### src/rtl/gb_cpu_common_pkg.sv
// Shared types and helpers for the CPU front end: assembler states,
// the instruction record handed to the decoder, and the immediate-length table.
package gb_cpu_common_pkg;

  localparam logic [7:0] CB_PREFIX = 8'hCB;
  localparam int         GB_PC_W   = 16;

  typedef enum logic [2:0] {
    S_OPC,
    S_CB,
    S_LO,
    S_HI,
    S_OUT
  } fetchq_state_t;

  typedef struct packed {
    logic [7:0]         opcode;
    logic               cb;
    logic [15:0]        imm;
    logic [1:0]         len;
    logic [GB_PC_W-1:0] pc;
  } instr_rec_t;

  // Number of immediate bytes following an unprefixed LR35902 opcode.
  // CB-prefixed opcodes never carry immediates, so CB itself maps to 0.
  function automatic logic [1:0] gb_imm_bytes(logic [7:0] op);
    logic [1:0] n;
    n = 2'd0;
    case (op)
      // LD r,d8 / LD (HL),d8
      8'h06, 8'h0E, 8'h16, 8'h1E, 8'h26, 8'h2E, 8'h36, 8'h3E,
      // STOP, JR r8, JR cc,r8
      8'h10, 8'h18, 8'h20, 8'h28, 8'h30, 8'h38,
      // ALU A,d8
      8'hC6, 8'hCE, 8'hD6, 8'hDE, 8'hE6, 8'hEE, 8'hF6, 8'hFE,
      // LDH (a8),A / LDH A,(a8) / ADD SP,r8 / LD HL,SP+r8
      8'hE0, 8'hF0, 8'hE8, 8'hF8: n = 2'd1;
      // LD rr,d16 / LD (a16),SP
      8'h01, 8'h11, 8'h21, 8'h31, 8'h08,
      // JP a16 / JP cc,a16
      8'hC2, 8'hC3, 8'hCA, 8'hD2, 8'hDA,
      // CALL a16 / CALL cc,a16
      8'hC4, 8'hCC, 8'hCD, 8'hD4, 8'hDC,
      // LD (a16),A / LD A,(a16)
      8'hEA, 8'hFA: n = 2'd2;
      default: n = 2'd0;
    endcase
    return n;
  endfunction

endpackage

### src/rtl/gb_cpu_byte_fifo.sv
// Byte FIFO for prefetched opcode bytes. Pointers carry an extra wrap bit so
// full and empty are distinguishable without a separate counter.
module gb_cpu_byte_fifo #(
  parameter int DEPTH = 4
) (
  input  logic                     clk,
  input  logic                     rst_n,
  input  logic                     clear,
  input  logic                     push,
  input  logic [7:0]               push_data,
  input  logic                     pop,
  output logic [7:0]               head,
  output logic                     full,
  output logic                     empty,
  output logic [$clog2(DEPTH):0]   count
);

  localparam int AW = $clog2(DEPTH);

  logic [7:0]  mem [DEPTH];
  logic [AW:0] wr_ptr;
  logic [AW:0] rd_ptr;
  logic        do_push;
  logic        do_pop;

  assign empty   = (wr_ptr == rd_ptr);
  assign full    = (wr_ptr[AW] != rd_ptr[AW]) && (wr_ptr[AW-1:0] == rd_ptr[AW-1:0]);
  assign count   = wr_ptr - rd_ptr;
  assign head    = mem[rd_ptr[AW-1:0]];
  assign do_push = push && !full;
  assign do_pop  = pop && !empty;

  // Pointer update; clear discards everything queued.
  // NOTE: sequential state uses <= so every flop samples pre-edge values.
  always_ff @(posedge clk or negedge rst_n) begin
    if (!rst_n) begin
      wr_ptr <= '0;
      rd_ptr <= '0;
    end else if (clear) begin
      wr_ptr <= '0;
      rd_ptr <= '0;
    end else begin
      if (do_push) wr_ptr <= wr_ptr + 1'b1;
      if (do_pop)  rd_ptr <= rd_ptr + 1'b1;
    end
  end

  // Byte storage write port.
  // NOTE: storage is not reset; the pointers alone decide which entries are live.
  always_ff @(posedge clk) begin
    if (do_push) mem[wr_ptr[AW-1:0]] <= push_data;
  end

endmodule

### src/rtl/gb_cpu_fetch_queue.sv
// Prefetch queue and instruction assembler: fetches sequential bytes into a
// small FIFO and builds {prefix, opcode, immediates} records for the decoder.
module gb_cpu_fetch_queue
  import gb_cpu_common_pkg::*;
#(
  parameter int DEPTH  = 4,
  parameter int ADDR_W = 16
) (
  input  logic                     clk,
  input  logic                     rst_n,
  input  logic                     flush_i,
  input  logic [ADDR_W-1:0]        flush_pc_i,
  output logic                     fetch_req_o,
  output logic [ADDR_W-1:0]        fetch_addr_o,
  input  logic                     fetch_ack_i,
  input  logic [7:0]               fetch_data_i,
  output logic                     instr_valid_o,
  input  logic                     instr_ready_i,
  output logic [7:0]               instr_opcode_o,
  output logic                     instr_cb_o,
  output logic [15:0]              instr_imm_o,
  output logic [1:0]               instr_len_o,
  output logic [ADDR_W-1:0]        instr_pc_o,
  output logic [$clog2(DEPTH):0]   fifo_count_o
);

  localparam int CW = $clog2(DEPTH) + 1;
  localparam int NW = CW + 1;

  logic [7:0]        head;
  logic              fifo_full;
  logic              fifo_empty;
  logic [CW-1:0]     fifo_count;
  logic              push;
  logic              pop;
  logic              req_d;
  logic [NW-1:0]     count_next;
  logic [1:0]        head_imm;

  logic              req_q;
  logic [ADDR_W-1:0] addr_q;
  fetchq_state_t     state;
  instr_rec_t        rec_q;
  logic              valid_q;
  logic [ADDR_W-1:0] pc_q;     // address of the byte currently at the FIFO head
  logic [1:0]        imm_n;    // immediate bytes of the instruction being assembled

  gb_cpu_byte_fifo #(.DEPTH(DEPTH)) u_fifo (
    .clk       (clk),
    .rst_n     (rst_n),
    .clear     (flush_i),
    .push      (push),
    .push_data (fetch_data_i),
    .pop       (pop),
    .head      (head),
    .full      (fifo_full),
    .empty     (fifo_empty),
    .count     (fifo_count)
  );

  assign head_imm = gb_imm_bytes(head);

  // Handshake decode and next request level from the post-edge occupancy.
  // NOTE: every signal gets a value on every path so no latch is inferred.
  always_comb begin
    push       = fetch_ack_i && req_q && !fifo_full && !flush_i;
    pop        = !fifo_empty && (state != S_OUT) && !flush_i;
    count_next = NW'(fifo_count) + NW'(push) - NW'(pop);
    req_d      = (count_next < NW'(DEPTH));
  end

  // Fetch control: one outstanding request, address advances on each ack.
  always_ff @(posedge clk or negedge rst_n) begin
    if (!rst_n) begin
      req_q  <= 1'b0;
      addr_q <= '0;
    end else if (flush_i) begin
      req_q  <= 1'b1;
      addr_q <= flush_pc_i;
    end else begin
      req_q <= req_d;
      if (push) addr_q <= addr_q + ADDR_W'(1);
    end
  end

  // Assembler FSM: consumes one head byte per cycle and builds the record.
  always_ff @(posedge clk or negedge rst_n) begin
    if (!rst_n) begin
      state   <= S_OPC;
      rec_q   <= '0;
      valid_q <= 1'b0;
      pc_q    <= '0;
      imm_n   <= 2'd0;
    end else if (flush_i) begin
      state   <= S_OPC;
      valid_q <= 1'b0;
      pc_q    <= flush_pc_i;
    end else begin
      if (pop) pc_q <= pc_q + ADDR_W'(1);
      unique case (state)
        S_OPC: begin
          if (pop) begin
            rec_q.pc  <= GB_PC_W'(pc_q);
            rec_q.imm <= 16'h0000;
            if (head == CB_PREFIX) begin
              rec_q.cb  <= 1'b1;
              rec_q.len <= 2'd2;
              state     <= S_CB;
            end else begin
              rec_q.cb     <= 1'b0;
              rec_q.opcode <= head;
              rec_q.len    <= 2'd1 + head_imm;
              imm_n        <= head_imm;
              if (head_imm == 2'd0) begin
                state   <= S_OUT;
                valid_q <= 1'b1;
              end else begin
                state <= S_LO;
              end
            end
          end
        end
        S_CB: begin
          if (pop) begin
            rec_q.opcode <= head;
            state        <= S_OUT;
            valid_q      <= 1'b1;
          end
        end
        S_LO: begin
          if (pop) begin
            rec_q.imm[7:0] <= head;
            if (imm_n == 2'd1) begin
              state   <= S_OUT;
              valid_q <= 1'b1;
            end else begin
              state <= S_HI;
            end
          end
        end
        S_HI: begin
          if (pop) begin
            rec_q.imm[15:8] <= head;
            state           <= S_OUT;
            valid_q         <= 1'b1;
          end
        end
        S_OUT: begin
          if (instr_ready_i) begin
            valid_q <= 1'b0;
            state   <= S_OPC;
          end
        end
        default: state <= S_OPC;
      endcase
    end
  end

  assign fetch_req_o    = req_q;
  assign fetch_addr_o   = addr_q;
  assign instr_valid_o  = valid_q;
  assign instr_opcode_o = rec_q.opcode;
  assign instr_cb_o     = rec_q.cb;
  assign instr_imm_o    = rec_q.imm;
  assign instr_len_o    = rec_q.len;
  assign instr_pc_o     = ADDR_W'(rec_q.pc);
  assign fifo_count_o   = fifo_count;

endmodule

### config.mk
export PLATFORM = sky130hd
export DESIGN_NAME = gb_cpu_fetch_queue
export DESIGN_NICKNAME = d
export VERILOG_FILES = /design/src/rtl/gb_cpu_common_pkg.sv /design/src/rtl/gb_cpu_byte_fifo.sv /design/src/rtl/gb_cpu_fetch_queue.sv
export SDC_FILE = /design/constraint.sdc
export NUM_CORES = 1
export LEC_CHECK = 0
export CAP_MARGIN = 25
export CORE_MARGIN = 2
export CORE_UTILIZATION = 30
export CTS_CLUSTER_SIZE = 28
export DETAILED_ROUTE_END_ITERATION = 8
export PLACE_DENSITY = 0.59
export SKIP_CTS_REPAIR_TIMING = 1
export SYNTH_ARGS = -nofsm -noshare
export SYNTH_HDL_FRONTEND = slang
export SYNTH_SLANG_ARGS = --single-unit
### constraint.sdc
create_clock -name clk -period 4.1 [get_ports clk]
set_clock_uncertainty 0.1 [all_clocks]
set_input_delay 0.82 -clock clk [delete_from_list [all_inputs] [get_ports clk]]
set_output_delay 0.82 -clock clk [all_outputs]
set_load 0.05 [all_outputs]
==> flow_summary_export.csv, run 1 <==
group,metric,value,unit
route,wl_per_cell,16.49,um
layout,drive_above_1_share,0.1232,
layout,fillerInstances,1792,
worst_setup_path,path_max_fanout,10,
die,core_area,0.01877,mm^2
global_route,grt_start_max_net_pins,70,
clock_tree,cts_root_buffer,"clkbuf_16",
timing,hold_violations,0,
synth,synth_nets,544,
route,final_antenna_net_count,0,
layout,final_cells,843,
place,dp_hpwl,9992,um
synth,synth_edf_count,32,
pwr,cellPowerDensity,753.5,mW/mm^2
timing,rsz0062_at_grt,"no",
global_route,grt.total_usage,0.1409,
synth,ys_ff_latch,120,
layout,layout.nets,640,
route,vias_per_cell,4.944,
min_path,hold_path.startpoint,"instr_pc_o[2]",
worst_setup_path,crit_family,"buffers and inverters",
worst_setup_path,cp_slowest_cell,"clkdlybuf4s50_1",
status,status,"finished clean",
job,maxCapViolCount,0,
synth,netlist_top_cells_count,"dfrtp_1 (88), nand2_1 (86), edfxtp_1 (32)",
die,start_util,0.3070,
die,die_w,142.6,um
global_route,grt_pass1_wl,22360,um
synth,synth_top_area_share,0.3822,
worst_setup_path,critPathArrivalTime,2.87,ns
synth,synth-seq-area-share,0.5490,
route,dr.first_iter.drc_count,293,
synth,syn_area,0.005762,mm^2
worst_setup_path,criticalPathCategory,"register to primary output",
synth,synthDistinctLibCells,66,
worst_setup_path,cp-start-kind,"register",
synth,yosys_warnings,0,
worst_setup_path,cp_slowest_stage_delay,0.89,ns
route,drc,0,
worst_setup_path,startpoint,"u_fifo.rd_ptr[1]",
die,num_rows,50,
timing,finalSetupViolations,0,
synth,synth_area_leaders,"dfrtp_1 (38%), edfxtp_1 (17%), nand2_1 (5.6%)",
place,routabilityCongestion,0.8392,
clock_tree,clk_path_buf_depth,2,
clock_tree,cts-buffers-inserted,17,
route,wirelength,13900,um
clock_tree,clk_latency,0.42,ns
worst_setup_path,timing.rr.start,"u_fifo.rd_ptr[0]",
timing,tightest_slew,0.8925,ns
worst_setup_path,cp_num_buf_inv,2,
timing,final.period_utilization,0.9247,
route,drtPass1Iterations,5,
pwr,report.power.total,5.687,mW
clock_tree,path_clk_slew,0.05,ns
die,die_area,0.02033,mm^2
synth,synth.most_common_cell,"dfrtp_1",
place,dp_cells,811,
clock_tree,clock_sinks,120,
synth,synth_flop_cell,"dfrtp_1",
layout,area_growth,30.99,%
layout,fin_area,0.007547,mm^2
min_path,min-delay-path-class,"register to register",
timing,finalMaxSlewViolations,0,
pwr,p_leak,3.025,nW
timing,tns,0,ns
global_route,antenna_found_initial,0,
synth,synth_cells,500,
layout,diodes,0,
die,ioPinCount,93,
synth,ys_async_sr_fraction,0.7333,
clock_tree,h-tree-depth,4,
worst_setup_path,worstPathCellList,"inv_1, fa_1, xnor2_1, clkdlybuf4s50_1",
route,vias,4168,
die,die_h,142.6,um
timing,fmax,263.8,MHz
pwr,peakVddDrop,625.5,uV
place,dpl_cell_area,0.006918,mm^2
worst_setup_path,cp-end-kind,"primary output",
global_route,first_global_vias,4182,
place,io_buffers,92,
synth,synth.avg_cell_area,11.52,um^2
clock_tree,cts_tree,"built",
timing,max_slew_margin,0.4050,
synth,yosysTopAreaCell,"dfrtp_1",
global_route,grt.overflow.total,0,
timing,min_period,3.791,ns
worst_setup_path,required,3.18,ns
==> stage by stage <==
stage | hold slack [ns] | setup slack, ns | util
6_report | 0.3724 | 0.3089 | 0.4021
5_1_grt | 0.4011 | 0.1579 | 0.4021
4_1_cts | 0.3785 | 0.3079 | 0.4021
3_5_place_dp | 0.3650 | 0.7363 | 0.3686
3_3_place_gp | 0.3649 | 0.7589 | 0.3686
2_1_floorplan | 0.3586 | 1.025 | -
==> state kept, by name, indices dropped and copies added (netlist names) <==
register and cells:
u_fifo.mem 32, fetch_addr_o 16, instr_imm_o 16, instr_pc_o 16, pc_q 16, instr_opcode_o 8, state 3, u_fifo.rd_ptr 3
u_fifo.wr_ptr 3, imm_n 2, instr_len_o 2, fetch_req_o 1, instr_cb_o 1, instr_valid_o 1
==> path summary, 6_finish.rpt <==
check / to / slack, ns / cells after the start
worst max register to register: instr_valid_o / 0.80 / 10
worst min register to register: instr_pc_o[2] / 0.37 / 2
max in group asynchronous: instr_len_o[1] / 2.64 / 2
min in group asynchronous: instr_pc_o[12] / 0.42 / 1
worst min-delay path: instr_pc_o[2] / 0.37 / 2
worst max-delay path: fifo_count_o[2] / 0.31 / 4
==> final cells by class <==
type                            instances  area [um^2]  area share
Inverter                               27        101.3     0.01343
Timing Repair Buffer                   99        970.9      0.1286
Multi-Input combinational cell        331         2390      0.3166
Tap cell                              234        292.8     0.03879
Sequential cell                       120         3163      0.4191
Clock buffer                           18        429.2     0.05686
Clock inverter                         14        200.2     0.02653
==> metal layers <==
layer	up-vias	part of all wire	GRT usage
li1	1988	-	-
met1	2062	0.47	0.1890
met2	100	0.47	0.2239
met3	18	0.040	0.03398
met4	0	0.018	0.04794
met5	-	0	0
==> logic make-up (layout without fill, tap and decap cells) <==
group	Yosys count	in the layout	share of synthesized area
simple gates	172	172	0.1440
compound gates	80	80	0.1108
buf+inv	49	158	0.03626
fa+ha+maj	15	15	0.03388
xor+xnor	36	36	0.05472
mux	28	28	0.07144
flops	120	120	0.5490
==> worst reg2reg max path: cells and delay by family, from the launching register on <==
family / cells / cell delay, ns
AO/OA/AOI/OAI: 5 / 1.23
adder cells (fa/ha/maj): 1 / 0.21
buffers and inverters: 2 / 0.29
flip-flops: 1 / 0.58
multiplexers: 1 / 0.61
AND/OR/NAND/NOR: 1 / 0.20
==> cell usage in the layout, fill, tap and decap left out, drive strengths merged, types with 11 or more instances in the layout <==
master,count
ha,14
edfxtp,32
nand3,12
mux2,16
inv,28
o31ai,19
xnor2,25
nand4,12
xor2,11
dfrtp,88
nor2,20
clkdlybuf4s50,91
a21oi,19
clkbuf,18
nand2,86
==> power breakdown <==
part | total [mW] | leakage, nW | switching (mW) | internal [mW]
clock | 1.58 | 0.297 | 0.561 | 1.02
combinational | 2.42 | 1.33 | 1.57 | 0.843
sequential | 1.69 | 1.40 | 0.216 | 1.47
total | 5.69 | 3.02 | 2.35 | 3.34
Note: power is estimated with default switching activity, not from simulation.
==> run 2: changes to the inputs <==
- clock period: 4.1 -> 4.6 ns (I/O delays scaled with it)
==> run 2 against run 1 <==
  * Power is 12% lower
  * Cell area decreased by 0.46%
  * Register-to-register slack improved by 0.48 ns
  * Wire length down 0.61%
  * Critical path depth did not move
  * Critical path type unchanged
==> flow_summary_export.csv, run 2 (same netlist as run 1, synthesis figures left out) <==
group,metric,value,unit
status,status,"finished clean",
global_route,grt.overflow.total,0,
global_route,grt.total_usage,0.1412,
pwr,p_leak,3.003,nW
layout,layout_common_cells,"clkdlybuf4s50_1 (91), dfrtp_1 (88), nand2_1 (86)",
global_route,first_global_vias,4185,
global_route,use_met2,0.2206,
route,wl_per_cell,16.41,um
route,wirelength,13820,um
clock_tree,clk_path_buf_depth,2,
global_route,grt_pass1_wl,22350,um
timing,max_slew_margin,0.3403,
clock_tree,cts_root_buffer,"clkbuf_16",
worst_setup_path,cp-end-kind,"primary output",
min_path,min-delay-path-class,"register to register",
global_route,met1_usage,0.1901,
layout,largest_register_ffs,32,
die,die_h,142.6,um
place,dp_hpwl,9923,um
timing,finalMaxSlewViolations,0,
pwr,report.power.total,4.993,mW
global_route,antenna_found_initial,0,
timing,tightest_slew,0.9837,ns
global_route,grt_start_max_net_pins,65,
place,io_buffers,92,
layout,area_growth,30.38,%
die,core_area,0.01877,mm^2
clock_tree,clk_latency,0.41,ns
timing,final.period_utilization,0.8372,
place,dp_cells,810,
die,die_w,142.6,um
route,vias_per_cell,4.879,
clock_tree,h-tree-depth,4,
layout,layout.nets,639,
timing,tns,0,ns
clock_tree,path_clk_slew,0.06,ns
worst_setup_path,required,3.58,ns
die,ioPinCount,93,
worst_setup_path,critPathArrivalTime,2.83,ns
worst_setup_path,criticalPathCategory,"register to primary output",
global_route,top_usage_layer,"met2",
worst_setup_path,crit_family,"buffers and inverters",
job,maxCapViolCount,0,
clock_tree,cts_tree,"built",
pwr,peakVddDrop,320.9,uV
layout,final_cells,842,
route,drtPass1Iterations,5,
layout,diodes,0,
timing,fmax,259.7,MHz
timing,finalSetupViolations,0,
timing,rsz0062_at_grt,"no",
route,vias,4108,
clock_tree,clock_sinks,120,
worst_setup_path,path_max_fanout,10,
timing,hold_violations,0,
pwr,cellPowerDensity,664.7,mW/mm^2
clock_tree,cts-buffers-inserted,17,
worst_setup_path,cp_slowest_stage_delay,0.87,ns
layout,drive_above_1_share,0.1201,
global_route,met3_usage,0.03701,
route,dr.first_iter.drc_count,234,
worst_setup_path,cp_slowest_cell,"clkdlybuf4s50_1",
worst_setup_path,worstPathCellList,"inv_1, fa_1, xnor2_1, clkdlybuf4s50_1",
route,drc,0,
worst_setup_path,cp_num_buf_inv,2,
route,final_antenna_net_count,0,
die,num_rows,50,
worst_setup_path,cp-start-kind,"register",
die,start_util,0.3070,
timing,min_period,3.851,ns
layout,final_common_cell,"clkdlybuf4s50_1",
die,die_area,0.02033,mm^2
timing,hold_ws,0.3741,ns
place,routabilityCongestion,0.8557,
==> run 2: per-stage QoR <==
step           cell area [um^2]    util  worst slack, ns
4_1_cts                    7512  0.4003           0.6751
3_5_place_dp               6910  0.3682            1.146
3_3_place_gp               6910  0.3682            1.176
6_report                   7512  0.4003           0.7487
2_1_floorplan              5762       -            1.525
5_1_grt                    7512  0.4003           0.4885
==> run 2: worst register-to-register path, delay by kind of cell (launching register included) <==
family | cells | cell delay (ns)
compound gates | 3 | 1.01
mux | 2 | 0.94
simple gates | 1 | 0.37
fa+ha+maj | 1 | 0.22
buf+inv | 1 | 0.23
flops | 1 | 0.37
==> run 2: power breakdown <==
group / switching [mW] / leakage (nW) / internal (mW)
Combinational: 1.41 / 1.33 / 0.747
Sequential: 0.185 / 1.40 / 1.31
Clock: 0.492 / 0.281 / 0.852
Total: 2.08 / 3.00 / 2.91
==> run 2: cell type report <==
| class | count | area, um^2 |
|---|---|---|
| tap | 234 | 292.8 |
| sequential | 120 | 3163 |
| inverter | 27 | 101.3 |
| clock buffer | 17 | 425.4 |
| timing repair buffer | 98 | 963.4 |
| fill | 1780 | 11260 |
| multi-input combinational | 331 | 2390 |
| clock inverter | 15 | 176.4 |
==> run 2: layer usage <==
layer  wire length, um  share of wire  vias up
met5                 0              0        -
met4               254          0.018        0
met3               504          0.036       14
met2              6476           0.47       83
met1              6583           0.48     2033
li1                  -              -     1978
==> run 2: worst paths after layout <==
check,startpoint,end,slack (ns),cells after the start
setup / recovery,u_fifo.rd_ptr[1],fifo_count_o[2],0.75,4
hold / removal,instr_pc_o[10],instr_pc_o[10],0.37,2
setup reg to reg,u_fifo.rd_ptr[0],imm_n[0],1.28,8
hold reg to reg,instr_pc_o[10],instr_pc_o[10],0.37,2
max in group asynchronous,rst_n,pc_q[9],3.05,2
min in group asynchronous,rst_n,instr_pc_o[12],0.48,1
==> RTL change: new RTL, settings of run 1 <==
The package constant `GB_PC_W` goes from 16 to 32.
--- a/src/rtl/gb_cpu_common_pkg.sv
+++ b/src/rtl/gb_cpu_common_pkg.sv
@@ -5,3 +5,3 @@
   localparam logic [7:0] CB_PREFIX = 8'hCB;
-  localparam int         GB_PC_W   = 16;
+  localparam int         GB_PC_W   = 32;
 
Check against the original RTL: equivalent (Yosys induction, for registers that start in step).
==> RTL change against run 1 <==
Sequential cell count did not move; maximum frequency fell by 1.7%; synthesized area fell by 0.74%; wire length fell by 0.27%; synthesized cell count fell by 1.8%; worst setup slack got worse by 0.065 ns; power rose by 0.67%; design area barely moved; critical path type unchanged; highest routed layer unchanged.
==> RTL change: results (changes against run 1) <==
[outcome]
status = finished clean

[setup_path]
cp_max_fo = 9  ; -1
cp_slowest_cell = clkdlybuf4s50_1
critPathArrivalTime_ns = 2.94  ; +0.07 ns
cpPeakStageDelay_ns = 0.88
path_delay_family = buffers and inverters
rr_worst_depth = 8  ; -2

[logic_synthesis]
yosysWarnings = 0  ; unchanged
async_flop_share_pct = 73.3  ; unchanged
ys.flop_type = dfrtp_1
synth_edf_count = 32  ; unchanged
yosysUniqueCellTypes = 66  ; unchanged
seq_area_frac_synth_pct = 55.3  ; +0.41 points
synth_nets = 535  ; -1.7%
synthTopCellsByCount = dfrtp_1, nand2_1, edfxtp_1
synthTopCellsByArea = dfrtp_1, edfxtp_1, nand2_1

[grt]
use_met1_pct = 18.7  ; -0.24 points
grt_usage_pct = 14.1  ; +0.045 points
grtUsageMet2_pct = 21.7  ; -0.73 points
grtUsageMet3_pct = 3.60  ; +0.20 points
antenna_found_initial = 0  ; unchanged
top_usage_layer = met2
grt_first_pass_wirelength_um = 22100  ; -1.1%
grt_start_max_net_pins = 64  ; -8.6%
grt_pass1_vias = 4139  ; -1.0%

[placed_design]
place_congestion = 0.786  ; -6.3%
hpwlAfterDp_um = 10000  ; about the same
postPlaceCellArea_mm2 = 0.00692  ; about the same
port_buffers = 92  ; unchanged

[final_layout]
drive_above_1_share_pct = 14.2  ; +1.9 points
finalNetCount = 637  ; -0.47%
antenna_cells = 0  ; unchanged
nFillCells = 1730  ; -3.5%

[drt]
drt_first_pass_iters = 4  ; -1
drt_first_iter_violations = 294  ; +0.34%
routed_wl_um = 13900  ; -0.27%
vias_per_cell = 4.88  ; -1.2%

[run]
cap_violations = 0  ; unchanged

[clock_network]
clock_latency_ns = 0.42  ; about the same
cts_root_buf = clkbuf_16
numCtsBuffers = 17  ; unchanged
clk_pin_slew_ns = 0.06
htreeDepth = 4  ; unchanged
cts_max_path_buffers = 2  ; unchanged

[sta]
fin_crit_ns = 3.86  ; +0.0646 ns
worst_slew_pin_slew_ns = 0.836  ; -0.0564 ns

[pwr]
vdd_ir_drop_max_v = 0.000384  ; -39%
leakage_nw = 3.08  ; +1.8%
intPower_w = 0.00336  ; +0.55%

[worst_hold_path]
holdPathStages = 2  ; unchanged
hp-class = reg2reg

RTL change: layout make-up:
type | instances | share of cell area, %
clock inverters | 15 | 2.67
repair buffers | 102 | 13.2
clock buffers | 17 | 5.64
inverters | 24 | 1.19
flip-flops and latches | 120 | 41.9
multi-input cells | 328 | 31.6
well taps | 234 | 3.88
RTL change: metrics by stage:
| step | util, % | hold slack [ns] | setup slack, ns | std cells | power, W |
|---|---|---|---|---|---|
| floorplan | - | 0.348 | 0.903 | 491 | 0.00340 |
| global placement | 37.0 | 0.365 | 0.689 | 808 | 0.00413 |
| detailed placement | 37.0 | 0.362 | 0.642 | 808 | 0.00418 |
| CTS | 40.4 | 0.376 | 0.188 | 840 | 0.00577 |
| global route | 40.4 | 0.399 | 0.0547 | 840 | 0.00603 |
| finish | 40.4 | 0.372 | 0.244 | 840 | 0.00572 |
RTL change: per-layer routing:
metal / part of all wire (%) / routed length [um]
met5: 0 / 0
met1: 46 / 6450
met4: 2.2 / 306
met2: 47 / 6550
met3: 4.0 / 561
RTL change: power groups by stage:
stage,clock network (W),logic (W),registers [W]
after floorplan,0,0.00119,0.00221
after global placement,0,0.00242,0.00170
after detailed placement,0,0.00246,0.00171
after CTS,0.00160,0.00248,0.00169
after global routing,0.00164,0.00266,0.00172
final,0.00157,0.00246,0.00169
RTL change: worst paths after layout:
kind | slack (ns) | endpoint | from
min | 0.37 | instr_pc_o[8] | instr_pc_o[8]
max in group asynchronous | 2.76 | instr_imm_o[4] | rst_n
max reg2reg | 0.70 | instr_len_o[0] | u_fifo.rd_ptr[0]
max | 0.24 | fifo_count_o[2] | u_fifo.rd_ptr[0]
min in group asynchronous | 0.40 | instr_pc_o[12] | rst_n
min reg2reg | 0.37 | instr_pc_o[8] | instr_pc_o[8]
RTL change: logic make-up (layout without fill, tap and decap cells):
family                   after synthesis  after routing  synth area share, %
adder cells (fa/ha/maj)               15             15                 3.41
AO/OA/AOI/OAI                         73             73                 10.1
flip-flops                           120            120                 55.3
buffers and inverters                 43            158                 3.04
multiplexers                          35             35                 8.40
XOR/XNOR                              37             37                 5.80
AND/OR/NAND/NOR                      168            168                 13.9
RTL change: worst min-delay path, stage by stage, from the launching register on:
cell and delay, ns:
dfrtp_1 0.34, nand2_1 0.05, nand2_1 0.05
